==> config.mk <==
export PLATFORM = sky130hd
export DESIGN_NAME = jtag_mem_bridge
export DESIGN_NICKNAME = d
export VERILOG_FILES = /design/src/rtl/jtag_mem_bridge.sv
export SDC_FILE = /design/constraint.sdc
export NUM_CORES = 1
export LEC_CHECK = 0
export CORE_ASPECT_RATIO = 1.5
export CORE_MARGIN = 4
export CORE_UTILIZATION = 45
export CTS_BUF_LIST = sky130_fd_sc_hd__clkbuf_16
export CTS_CLUSTER_SIZE = 25
export DETAILED_ROUTE_END_ITERATION = 6
export PLACE_DENSITY = 0.74
export SYNTH_ARGS = -nofsm -noshare
export SYNTH_HDL_FRONTEND = slang
export SYNTH_SLANG_ARGS = --single-unit
==> constraint.sdc <==
create_clock -name CLK -period 10.2 [get_ports CLK]
set_input_delay 2.55 -clock CLK [delete_from_list [all_inputs] [get_ports CLK]]
set_output_delay 2.55 -clock CLK [all_outputs]
set_load 0.01 [all_outputs]
==> src/rtl/jtag_mem_bridge.sv <==
// jtag_mem_bridge: CLK-domain command engine behind the virtual-JTAG chains.
// Syncs JT_UPDATE, decodes JT_CMD, drives a req/ack port, buffers reads in a FIFO.
// Ports: CLK/RESET(async, low); JT_* held chain outputs; MEM_* memory port;
//        RD_HEAD/RD_COUNT FIFO head/occupancy; BUSY = FSM not idle; ERR sticky.
module jtag_mem_bridge #(
  parameter int AW    = 8,
  parameter int DW    = 32,
  parameter int LW    = 4,
  parameter int DEPTH = 8,
  parameter int SYNC  = 2
) (
  input  logic                     CLK,
  input  logic                     RESET,
  input  logic                     JT_UPDATE,
  input  logic [2:0]               JT_CMD,
  input  logic                     JT_INC,
  input  logic [AW-1:0]            JT_ADDR,
  input  logic [LW-1:0]            JT_LEN,
  input  logic [DW-1:0]            JT_WD,
  output logic                     MEM_REQ,
  output logic                     MEM_WE,
  output logic [AW-1:0]            MEM_ADDR,
  output logic [DW-1:0]            MEM_WD,
  input  logic                     MEM_ACK,
  input  logic [DW-1:0]            MEM_RD,
  output logic [DW-1:0]            RD_HEAD,
  output logic [$clog2(DEPTH):0]   RD_COUNT,
  output logic                     BUSY,
  output logic                     ERR
);

  localparam int PW = $clog2(DEPTH);

  typedef enum logic [1:0] {
    IDLE, WR, RD_ISSUE, RD_WAIT
  } state_t;

  state_t          state;
  logic [SYNC-1:0] sync_q;
  logic            upd_q;
  logic            cmd_stb;
  logic [AW-1:0]   addr;
  logic [LW-1:0]   len;
  logic [LW-1:0]   beat;
  logic            inc;

  logic [DW-1:0]   mem [DEPTH];
  logic [PW-1:0]   wptr;
  logic [PW-1:0]   rptr;
  logic [PW:0]     count;

  logic is_set, is_wr, is_rd;
  logic is_pop, is_clr;
  logic busy, full, empty;
  logic push, do_pop, do_clr;
  logic err_set;

  always_ff @(posedge CLK or negedge RESET) begin
    if (!RESET) begin
      sync_q <= '0;
      upd_q  <= 1'b0;
    end else begin
      sync_q <= {sync_q[SYNC-2:0], JT_UPDATE};
      upd_q  <= sync_q[SYNC-1];
    end
  end

  assign cmd_stb = sync_q[SYNC-1] & ~upd_q;

  assign is_set = cmd_stb && (JT_CMD == 3'b001);
  assign is_wr  = cmd_stb && (JT_CMD == 3'b010);
  assign is_rd  = cmd_stb && (JT_CMD == 3'b011);
  assign is_pop = cmd_stb && (JT_CMD == 3'b100);
  assign is_clr = cmd_stb && (JT_CMD == 3'b101);

  assign busy   = (state != IDLE);
  assign empty  = (count == '0);
  assign full   = (count == (PW+1)'(DEPTH));
  assign push   = (state == RD_WAIT) && MEM_ACK;
  assign do_pop = is_pop && !empty;
  assign do_clr = is_clr && !busy;

  assign err_set = (is_pop && empty) ||
                   (busy && (is_clr || is_set || is_wr || is_rd));

  always_ff @(posedge CLK or negedge RESET) begin
    if (!RESET) begin
      state    <= IDLE;
      MEM_REQ  <= 1'b0;
      MEM_WE   <= 1'b0;
      MEM_ADDR <= '0;
      MEM_WD   <= '0;
      addr     <= '0;
      len      <= '0;
      inc      <= 1'b0;
      beat     <= '0;
      ERR      <= 1'b0;
    end else begin
      if (err_set)     ERR <= 1'b1;
      else if (do_clr) ERR <= 1'b0;
      unique case (state)
        IDLE: begin
          unique case (1'b1)
            is_set: begin
              addr <= JT_ADDR;
              len  <= JT_LEN;
              inc  <= JT_INC;
            end
            is_wr: begin
              MEM_REQ  <= 1'b1;
              MEM_WE   <= 1'b1;
              MEM_ADDR <= addr;
              MEM_WD   <= JT_WD;
              state    <= WR;
            end
            is_rd: begin
              beat  <= len;
              state <= RD_ISSUE;
            end
            default: ;
          endcase
        end
        WR: begin
          if (MEM_ACK) begin
            MEM_REQ <= 1'b0;
            MEM_WE  <= 1'b0;
            addr    <= addr + AW'(inc);
            state   <= IDLE;
          end
        end
        RD_ISSUE: begin
          // a pop landing this cycle frees the slot this beat will fill
          if (!full || do_pop) begin
            MEM_REQ  <= 1'b1;
            MEM_WE   <= 1'b0;
            MEM_ADDR <= addr;
            state    <= RD_WAIT;
          end
        end
        RD_WAIT: begin
          if (MEM_ACK) begin
            MEM_REQ <= 1'b0;
            addr    <= addr + AW'(inc);
            if (beat == '0) begin
              state <= IDLE;
            end else begin
              beat  <= beat - LW'(1);
              state <= RD_ISSUE;
            end
          end
        end
      endcase
    end
  end

  always_ff @(posedge CLK) begin
    if (push) mem[wptr] <= MEM_RD;
  end

  always_ff @(posedge CLK or negedge RESET) begin
    if (!RESET) begin
      wptr  <= '0;
      rptr  <= '0;
      count <= '0;
    end else if (do_clr) begin
      wptr  <= '0;
      rptr  <= '0;
      count <= '0;
    end else begin
      if (push)   wptr <= wptr + PW'(1);
      if (do_pop) rptr <= rptr + PW'(1);
      unique case ({push, do_pop})
        2'b10:   count <= count + (PW+1)'(1);
        2'b01:   count <= count - (PW+1)'(1);
        default: ;
      endcase
    end
  end

  assign RD_HEAD  = empty ? '0 : mem[rptr];
  assign RD_COUNT = count;
  assign BUSY     = busy;

endmodule
==> key figures, run 1 <==
Logic synthesis
  • Main area contributors after synthesis: edfxtp_1, dfrtp_1, mux4_2
  • Cell taking the most area after synthesis: edfxtp_1
  • Syn Std Cell Area: 13300 sq um
  • Synth async-reset ratio: 0.227
  • Post-Syn Instances: 722
  • Yosys warns: 0
  • Seq/Total Area, Yosys: 0.717
  • Syn Nets: roughly 800
  • Synth Register Bits: 331
  • Syn Area/Cell: 18.5 sq um
  • EDFF count, synth: 256
  • Netlist cell types: between 50 and 60
  • Top FF cell, synth: edfxtp_1
  • Top cell type's share of synthesized area: 0.576

Power and ir drop
  • Total Power: between 4 and 5 mW
  • Power per cell area: approximately 250 nW/um^2
  • Leakage: approximately 5.5 nW
  • Peak supply drop: around 0.17 mV

Detailed routing
  • First-pass DRT Iterations: 4
  • DR WL/cell: 20.8 microns
  • Vias: between 7000 and 8000
  • Iteration-0 DRC Markers: between 200 and 300
  • Final WL: ~27000 microns
  • Via density: ~5.4
  • Post-route ant nets: 0
  • DR DRC count: 0

Floorplanning
  • Die height: 219 microns
  • Num rows: 76
  • Core area: 29000 sq um
  • Die X: 149 microns
  • Starting density of the core: 0.460
  • # IOs: between 150 and 200
  • Die ar.: about 33000 sq um

Place
  • RD Place Congestion: between 0.8 and 0.9
  • PortBufs: 163
  • DP Area: 15500 sq um
  • Dpl ws: 4.66 ns
  • Detailed Place HPWL: between 15000 and 20000 microns

Global routing
  • Pin count of the biggest net entering global routing: 76
  • Initial antenna violation count: 0
  • Grt ovf: 0
  • Overall Global Routing Usage: 0.168
  • First-pass GRT wire length: about 42000 microns
  • Vias in the first global route: ~7700

Timing
  • Max Transition Viols Final: 0
  • Total negative setup slack: 0 ns
  • RSZ-0062 raised after global routing: false
  • Final hold vios: 0
  • Tmin final: between 6 and 7 ns
  • Worst-Margin Slew: between 0.9 and 1 ns
  • Slew margin rel.: 0.361
  • Fin crit share: 0.589
  • Final worst setup slack: between 4 and 5 ns
  • Finish-stage setup viols: 0
  • Clock Skew: 0.0179 ns
  • Worst hold margin: 0.356 ns
  • FMAX: approximately 170 MHz

Worst setup path
  • Required @ worst endpoint: 7.65 ns
  • Crit end category: output port
  • Crit start category: register
  • Crit-path max FO: just under 50
  • Crit-path cells: buf_4 > mux4_2 > mux2i_1 > nor2_1 > clkdlybuf4s50_1
  • Critical path class: register to output port
  • Critical path's largest stage delay: just under 0.8 ns
  • CP max-delay cell: buf_4
  • Crit path DAT: between 3 and 4 ns

CTS
  • CTS HTree Levels: 1
  • Worst skew pair latency: 0.56 ns
  • Hold buffer count at cts: 0
  • Clk pin slew, worst setup/hold paths: ~0.070 ns
  • Clk root buf: clkbuf_16
  • Postcts setup bufs: 0
  • Cts bufs inserted: 30
  • Post-cts sizing count: 0
  • Clock Sinks: around 330
  • CTS tree: done
  • Bufs on Longest Clock Path: 3

Status
  • Outcome: finished, final reports clean

Layout
  • Post-route cell area: approximately 16000 sq um
  • Nets: 989
  • Register area: approximately 9600 sq um
  • Area of the multi-input gates: around 3600 sq um
  • # fillers: ~2300
  • Commonest non-fill, non-tap cell in the layout: edfxtp_1
  • # diodes: 0
  • Area growth syn-to-layout: 22.4%
  • Most frequent cells in the layout: edfxtp_1, clkdlybuf4s50_1, dfrtp_1
  • Share of post-route cells with drive strength above 1: 0.202

Worst hold path
  • Hold/Removal Path Class: register to register

Flow run
  • Maxcap violations: 0
-- where the power goes --
part | switching, mW | leakage [nW] | total [mW] | internal [mW]
Sequential | 0.122 | 3.22 | 1.72 | 1.59
Combinational | 0.584 | 1.86 | 1.32 | 0.740
Clock | 0.460 | 0.448 | 1.00 | 0.544
-- path summary, 6_finish.rpt --
check / start / end / slack (ns) / cells after the start
min in group asynchronous: RESET / MEM_ADDR[2] / 2.15 / 1
min: sync_q[0] / sync_q[1] / 0.36 / 0
max in group asynchronous: RESET / rptr[0] / 7.36 / 1
max reg2reg: state[0] / MEM_ADDR[7] / 7.27 / 5
max: rptr[0] / RD_HEAD[17] / 4.19 / 5
min reg2reg: sync_q[0] / sync_q[1] / 0.36 / 0
-- Yosys cell counts (all sizes together) (2+ instances only) --
cell type and n:
nand4bb 2, nor4 3, nor3b 2, o21ai 11, mux4 64, a2bb2oi 3, clkbuf 17, o22ai 6
mux2 47, ha 11, and4bb 2, nand2 25, nand2b 3, nand3 9, or3b 3, xor2 2
nand4 6, mux2i 36, dfrtp 75, nor3 10, o2111ai 2, and2 2, inv 12, a21oi 20
buf 18, and3 3, a41o 2, nor2 47, o32ai 2, xnor2 3, edfxtp 256, o22a 2
-- metal layers --
layer / routed length [microns] / global-route usage / share of wire / vias to the layer above
li1: - / - / - / 3210
met1: 10500 / 0.209 / 0.39 / 3631
met2: 14400 / 0.304 / 0.53 / 222
met3: 1630 / 0.0254 / 0.060 / 38
met4: 582 / 0.0499 / 0.021 / 0
met5: 0 / 0 / 0 / -
-- critical path: cells and delay by family (launching register included) --
| family | cells | cell delay (ns) |
|---|---|---|
| buffers and inverters | 2 | 1.29 |
| flip-flops | 1 | 0.66 |
| multiplexers | 2 | 0.81 |
| AND/OR/NAND/NOR | 1 | 0.06 |
-- layout make-up --
cell class	count	share of cell area
Multi-Input combinational cell	344	0.222
Tap cell	390	0.0299
Clock inverter	21	0.00583
Timing Repair Buffer	175	0.105
Sequential cell	331	0.586
Inverter	12	0.00276
Clock buffer	31	0.0475
-- per-stage QoR --
stage / instances / util
after detailed placement: 1252 / 0.533
final: 1304 / 0.563
after floorplan: 722 / -
after CTS: 1304 / 0.563
after global routing: 1304 / 0.563
after global placement: 1252 / 0.533
-- state kept, by name, indices dropped and copies added, names as in the netlist --
register  cells
mem         256
MEM_WD       32
MEM_ADDR      8
addr          8
RD_COUNT      4
beat          4
len           4
rptr          3
wptr          3
state         2
sync_q        2
ERR           1
MEM_REQ       1
MEM_WE        1
inc           1
upd_q         1
-- logic make-up after synthesis --
kind of cell / synth area share
flops: 0.717
mux: 0.175
simple gates: 0.0463
compound gates: 0.0332
buf+inv: 0.0150
fa+ha+maj: 0.0103
xor+xnor: 0.00328
Note: power is estimated with default switching activity, not from simulation.
==> run 2, diff against run 1 <==
--- a/config.mk
+++ b/config.mk
@@ -11,7 +11,7 @@
 export CTS_BUF_LIST = sky130_fd_sc_hd__clkbuf_16
 export CTS_CLUSTER_SIZE = 25
 export DETAILED_ROUTE_END_ITERATION = 6
-export PLACE_DENSITY = 0.74
+export PLACE_DENSITY = 0.76
 export SYNTH_ARGS = -nofsm -noshare
 export SYNTH_HDL_FRONTEND = slang
 export SYNTH_SLANG_ARGS = --single-unit
==> constraint.sdc (replaced) <==
create_clock -name CLK -period 5.1 [get_ports CLK]
set_input_delay 1.275 -clock CLK [delete_from_list [all_inputs] [get_ports CLK]]
set_output_delay 1.275 -clock CLK [all_outputs]
set_load 0.01 [all_outputs]
==> key figures, run 2 (synthesis gave the netlist of run 1 again) <==
Status
  • Outcome: finished, final reports clean (unchanged)

Power and ir drop
  • Leakage: 5.59 nW (was 5.53 nW)
  • Power per cell area: 500 nW/um^2 (was 248 nW/um^2)
  • Peak supply drop: 0.310 mV (was 0.169 mV)
  • Total Power: 8.21 mW (was 4.04 mW)

Floorplanning
  • Num rows: 76 (unchanged)
  • Core area: 29000 sq um (unchanged)
  • Die height: 219 microns (unchanged)
  • Starting density of the core: 0.460 (unchanged)
  • # IOs: 164 (unchanged)
  • Die ar.: 32500 sq um (unchanged)
  • Die X: 149 microns (unchanged)

Worst setup path
  • Crit start category: register (unchanged)
  • Buffers & Inverters on Critical Path: 2 (unchanged)
  • Crit-path max FO: 30 (was 49)
  • Required @ worst endpoint: 3.83 ns (was 7.65 ns)
  • Largest delay share family, worst path: buffers and inverters (unchanged)
  • Critical path class: register to output port (unchanged)
  • Crit path DAT: 3.09 ns (was 3.46 ns)
  • Critical path's largest stage delay: 0.83 ns (was 0.79 ns)
  • Crit-path cells: buf_4 > mux4_2 > mux2i_1 > nor2_1 > clkdlybuf4s50_1 (unchanged)
  • CP max-delay cell: dfrtp_4 (was buf_4)
  • Crit end category: output port (unchanged)

Timing
  • RSZ-0062 raised after global routing: false (unchanged)
  • Final worst setup slack: 0.730 ns (was 4.19 ns)
  • Slew margin rel.: 0.389 (was 0.361)
  • Tmin final: 4.37 ns
  • Final hold vios: 0 (unchanged)
  • Max Transition Viols Final: 0 (unchanged)
  • Worst-Margin Slew: 0.916 ns (was 0.959 ns)
  • Total negative setup slack: 0 ns (unchanged)
  • FMAX: about 230 MHz
  • Worst hold margin: 0.352 ns (was 0.356 ns)
  • Clock Skew: 0.0234 ns (was 0.0179 ns)
  • Finish-stage setup viols: 0 (unchanged)
  • Fin crit share: 0.857

CTS
  • Clk pin slew, worst setup/hold paths: 0.07 ns (about the same)
  • CTS tree: done (unchanged)
  • Postcts setup bufs: 0 (unchanged)
  • Post-cts sizing count: 0 (unchanged)
  • Hold buffer count at cts: 0 (unchanged)
  • Bufs on Longest Clock Path: 3 (unchanged)
  • Clock Sinks: 331 (unchanged)
  • CTS HTree Levels: 1 (unchanged)
  • Clk root buf: clkbuf_16 (unchanged)
  • Worst skew pair latency: 0.56 ns (about the same)
  • Cts bufs inserted: 30 (unchanged)

Layout
  • Number of flip-flops in the largest register: 256 (unchanged)
  • Most frequent cells in the layout: edfxtp_1, clkdlybuf4s50_1, dfrtp_1 (unchanged)
  • Area growth syn-to-layout: 23.2% (was 22.4%)
  • Area of the multi-input gates: 3630 sq um (unchanged)
  • # diodes: 0 (unchanged)
  • Post-route cell area: 16400 sq um (was 16300 sq um)
  • Top reg by flops: mem (unchanged)
  • Register area: 9570 sq um (unchanged)
  • Cell Count, Final, Fillers Out: 1312 (was 1304)
  • Nets: 994 (was 989)
  • Largest registers: mem (256), MEM_WD (32) (unchanged)
  • Final core utilization: 0.567 (was 0.563)
  • Commonest non-fill, non-tap cell in the layout: edfxtp_1 (unchanged)
  • Share of post-route cells with drive strength above 1: 0.214 (was 0.202)
  • # fillers: 2207 (was 2272)

Place
  • Post-Place Cells: 1257 (was 1252)
  • DP Area: 15500 sq um (about the same)
  • Dpl ws: 1.15 ns (was 4.66 ns)
  • RD Place Congestion: 0.825 (was 0.807)
  • PortBufs: 163 (unchanged)
  • Detailed Place HPWL: 17200 microns (was 16000 microns)

Detailed routing
  • Vias: 7123 (was 7101)
  • Final WL: 27000 microns (was 27100 microns)
  • Via density: 5.43 (was 5.45)
  • Post-route ant nets: 0 (unchanged)
  • First-pass DRT Iterations: 4 (unchanged)
  • DR WL/cell: 20.6 microns (was 20.8 microns)
  • DR DRC count: 0 (unchanged)
  • Iteration-0 DRC Markers: 522 (was 296)

Global routing
  • Grt ovf: 0 (unchanged)
  • Pin count of the biggest net entering global routing: 76 (unchanged)
  • Overall Global Routing Usage: 0.167 (was 0.168)
  • Vias in the first global route: 7466 (was 7662)
  • First-pass GRT wire length: 42300 microns (was 42400 microns)
  • Initial antenna violation count: 0 (unchanged)

Flow run
  • Maxcap violations: 0 (unchanged)

Worst hold path
  • Hold/Removal Path Class: register to register (unchanged)
-- run 2: cell count changes in the layout (fill, tap and decap cells not counted), sizes merged --
| cell | before | now |
|---|---|---|
| buf | 13 | 18 |
| bufinv | 0 | 1 |
| clkinv | 10 | 13 |
| clkinvlp | 3 | 2 |
-- run 2: area by class of cell --
cell class | instances | area share
multi-input combinational | 344 | 0.221
timing repair buffer | 180 | 0.108
sequential | 331 | 0.582
clock buffer | 31 | 0.0472
inverter | 12 | 0.00274
tap | 390 | 0.0297
clock inverter | 24 | 0.00952
-- run 2: final timing paths --
check / start / endpoint / slack, ns / cells after the start
max: rptr[0] / RD_HEAD[0] / 0.73 / 5
min: sync_q[0] / sync_q[1] / 0.35 / 0
max reg2reg: state[0] / mem[7][0] / 2.30 / 5
min reg2reg: sync_q[0] / sync_q[1] / 0.35 / 0
max in group asynchronous: RESET / rptr[0] / 3.55 / 1
min in group asynchronous: RESET / MEM_REQ / 0.86 / 1
-- run 2: power by group --
| part | leakage [nW] | switching, mW | internal (mW) |
|---|---|---|---|
| clock | 0.483 | 0.952 | 1.16 |
| combinational | 1.89 | 1.10 | 1.50 |
| sequential | 3.22 | 0.321 | 3.19 |
| total | 5.59 | 2.37 | 5.84 |
-- run 2: metal layers --
metal,GRT usage,vias up,share of wire
met5,0,-,0
met4,0.0459,0,0.020
met3,0.0312,38,0.065
met2,0.306,237,0.53
met1,0.202,3621,0.38
li1,-,3227,-
==> run 3, diff against run 2 <==
--- a/config.mk
+++ b/config.mk
@@ -5,7 +5,7 @@
 export SDC_FILE = /design/constraint.sdc
 export NUM_CORES = 1
 export LEC_CHECK = 0
-export CORE_ASPECT_RATIO = 1.5
+export CORE_ASPECT_RATIO = 1.4
 export CORE_MARGIN = 4
 export CORE_UTILIZATION = 45
 export CTS_BUF_LIST = sky130_fd_sc_hd__clkbuf_16
==> key figures, run 3 (synthesis gave the netlist of run 1 again) <==
Status
  • Outcome: finished, final reports clean (unchanged)

Layout
  • Cell Count, Final, Fillers Out: 1308 (was 1312)
  • Post-route cell area: 16500 sq um (was 16400 sq um)
  • Largest registers: mem (256), MEM_WD (32) (unchanged)
  • Area growth syn-to-layout: 24.0% (was 23.2%)
  • Share of post-route cells with drive strength above 1: 0.224 (was 0.214)
  • Nets: 998 (was 994)
  • Top reg by flops: mem (unchanged)
  • Number of flip-flops in the largest register: 256 (unchanged)
  • Final core utilization: 0.565 (was 0.567)
  • Most frequent cells in the layout: edfxtp_1, clkdlybuf4s50_1, dfrtp_1 (unchanged)
  • # diodes: 0 (unchanged)
  • Commonest non-fill, non-tap cell in the layout: edfxtp_1 (unchanged)

Timing
  • Max Transition Viols Final: 0 (unchanged)
  • Slew margin rel.: 0.356 (was 0.389)
  • Total negative setup slack: 0 ns (unchanged)
  • Worst hold margin: 0.350 ns (was 0.352 ns)
  • FMAX: 223 MHz (was 229 MHz)
  • Clock Skew: 0.0285 ns (was 0.0234 ns)
  • Final hold vios: 0 (unchanged)
  • Finish-stage setup viols: 0 (unchanged)
  • Tmin final: 4.48 ns (was 4.37 ns)
  • RSZ-0062 raised after global routing: false (unchanged)
  • Final worst setup slack: 0.616 ns (was 0.730 ns)
  • Fin crit share: 0.879 (was 0.857)
  • Worst-Margin Slew: 0.966 ns (was 0.916 ns)

Detailed routing
  • First-pass DRT Iterations: 5 (was 4)
  • Final WL: 27500 microns (was 27000 microns)
  • DR WL/cell: 21.0 microns (was 20.6 microns)
  • Vias: 7198 (was 7123)
  • Iteration-0 DRC Markers: 348 (was 522)
  • Via density: 5.50 (was 5.43)
  • Post-route ant nets: 0 (unchanged)
  • DR DRC count: 0 (unchanged)

Power and ir drop
  • Switching power total: 2.39 mW (was 2.37 mW)
  • Leakage: 5.63 nW (was 5.59 nW)
  • Total Power: 8.40 mW (was 8.21 mW)
  • Power per cell area: 508 nW/um^2 (was 500 nW/um^2)
  • Sw Share: 0.285 (was 0.289)
  • Clock power frac: 0.271 (was 0.256)
  • Peak supply drop: 0.348 mV (was 0.310 mV)
  • Share of power burned in registers: 0.420 (was 0.427)
  • Internal: 6.01 mW (was 5.84 mW)
  • Comb pwr share: 0.308 (was 0.316)

Global routing
  • Pin count of the biggest net entering global routing: 76 (unchanged)
  • Initial antenna violation count: 0 (unchanged)
  • Grt ovf: 0 (unchanged)
  • Vias in the first global route: 7684 (was 7466)
  • Overall Global Routing Usage: 0.169 (was 0.167)
  • First-pass GRT wire length: 43600 microns (was 42300 microns)

CTS
  • Clk root buf: clkbuf_16 (unchanged)
  • Clk pin slew, worst setup/hold paths: 0.06 ns (was 0.07 ns)
  • CTS HTree Levels: 1 (unchanged)
  • Hold buffer count at cts: 0 (unchanged)
  • Post-cts sizing count: 0 (unchanged)
  • Cts bufs inserted: 31 (was 30)
  • CTS tree: done (unchanged)
  • Postcts setup bufs: 0 (unchanged)
  • Worst skew pair latency: 0.57 ns (was 0.56 ns)
  • Clock Sinks: 331 (unchanged)
  • Bufs on Longest Clock Path: 3 (unchanged)

Floorplanning
  • Core area: 29300 sq um (was 29000 sq um)
  • Die height: 212 microns (was 219 microns)
  • # IOs: 164 (unchanged)
  • Num rows: 74 (was 76)
  • Die ar.: 32500 sq um (about the same)
  • Starting density of the core: 0.456 (was 0.460)
  • Die X: 154 microns (was 149 microns)

Worst setup path
  • Crit end category: output port (unchanged)
  • Critical path class: register to output port (unchanged)
  • Crit-path max FO: 38 (was 30)
  • Required @ worst endpoint: 3.83 ns (about the same)
  • Crit path DAT: 3.21 ns (was 3.09 ns)
  • Crit start category: register (unchanged)

Place
  • PortBufs: 163 (unchanged)
  • Detailed Place HPWL: 17300 microns (was 17200 microns)
  • Post-Place Cells: 1250 (was 1257)
  • Dpl ws: 1.19 ns (was 1.15 ns)
  • RD Place Congestion: 0.803 (was 0.825)
  • DP Area: 15500 sq um (about the same)

Worst hold path
  • Hold/Removal Path Class: register to register (unchanged)

Flow run
  • Maxcap violations: 0 (unchanged)
run 3: cell types whose count changed in the layout (fill, tap and decap cells not counted):
| cell | change |
|---|---|
| buf_4 | +3 |
| bufinv_16 | +3 |
| clkinv_2 | +3 |
| clkinv_4 | +1 |
| clkinv_8 | -1 |
| clkinvlp_4 | +2 |
| inv_1 | -5 |
run 3: power groups by stage:
stage               Clock [mW]  Sequential, mW  Combinational (mW)
global route              2.46            3.59                2.80
global placement             0            3.58                2.57
CTS                       2.34            3.54                2.64
finish                    2.28            3.53                2.59
floorplan                    0            3.48                1.52
detailed placement           0            3.60                2.62
run 3: routing by layer:
layer  global-route usage  part of all wire
met3               0.0319             0.061
met2                0.309              0.54
met4               0.0390             0.015
met5                    0                 0
met1                0.210              0.39
run 3: area by class of cell:
cell class,count,area [sq um]
multi-input cells,344,3630
inverters,12,45.0
fillers,2251,12700
clock inverters,27,250
well taps,380,475
clock buffers,31,776
flip-flops and latches,331,9570
repair buffers,183,1790
run 3: path summary, 6_finish.rpt:
check / start / end / slack (ns) / cells after the start
max in group asynchronous: RESET / rptr[0] / 3.53 / 1
max reg2reg: state[0] / mem[7][21] / 2.30 / 5
min: sync_q[0] / sync_q[1] / 0.35 / 0
min in group asynchronous: RESET / MEM_ADDR[6] / 0.85 / 1
min reg2reg: sync_q[0] / sync_q[1] / 0.35 / 0
max: rptr[0] / RD_HEAD[18] / 0.62 / 5
run 3: worst max-delay path, stage by stage (launching register included):
cell,delay (ns)
dfrtp_4,0.94
buf_12,0.31
mux4_2,0.55
mux2i_1,0.24
nor2_1,0.07
clkdlybuf4s50_1,0.49
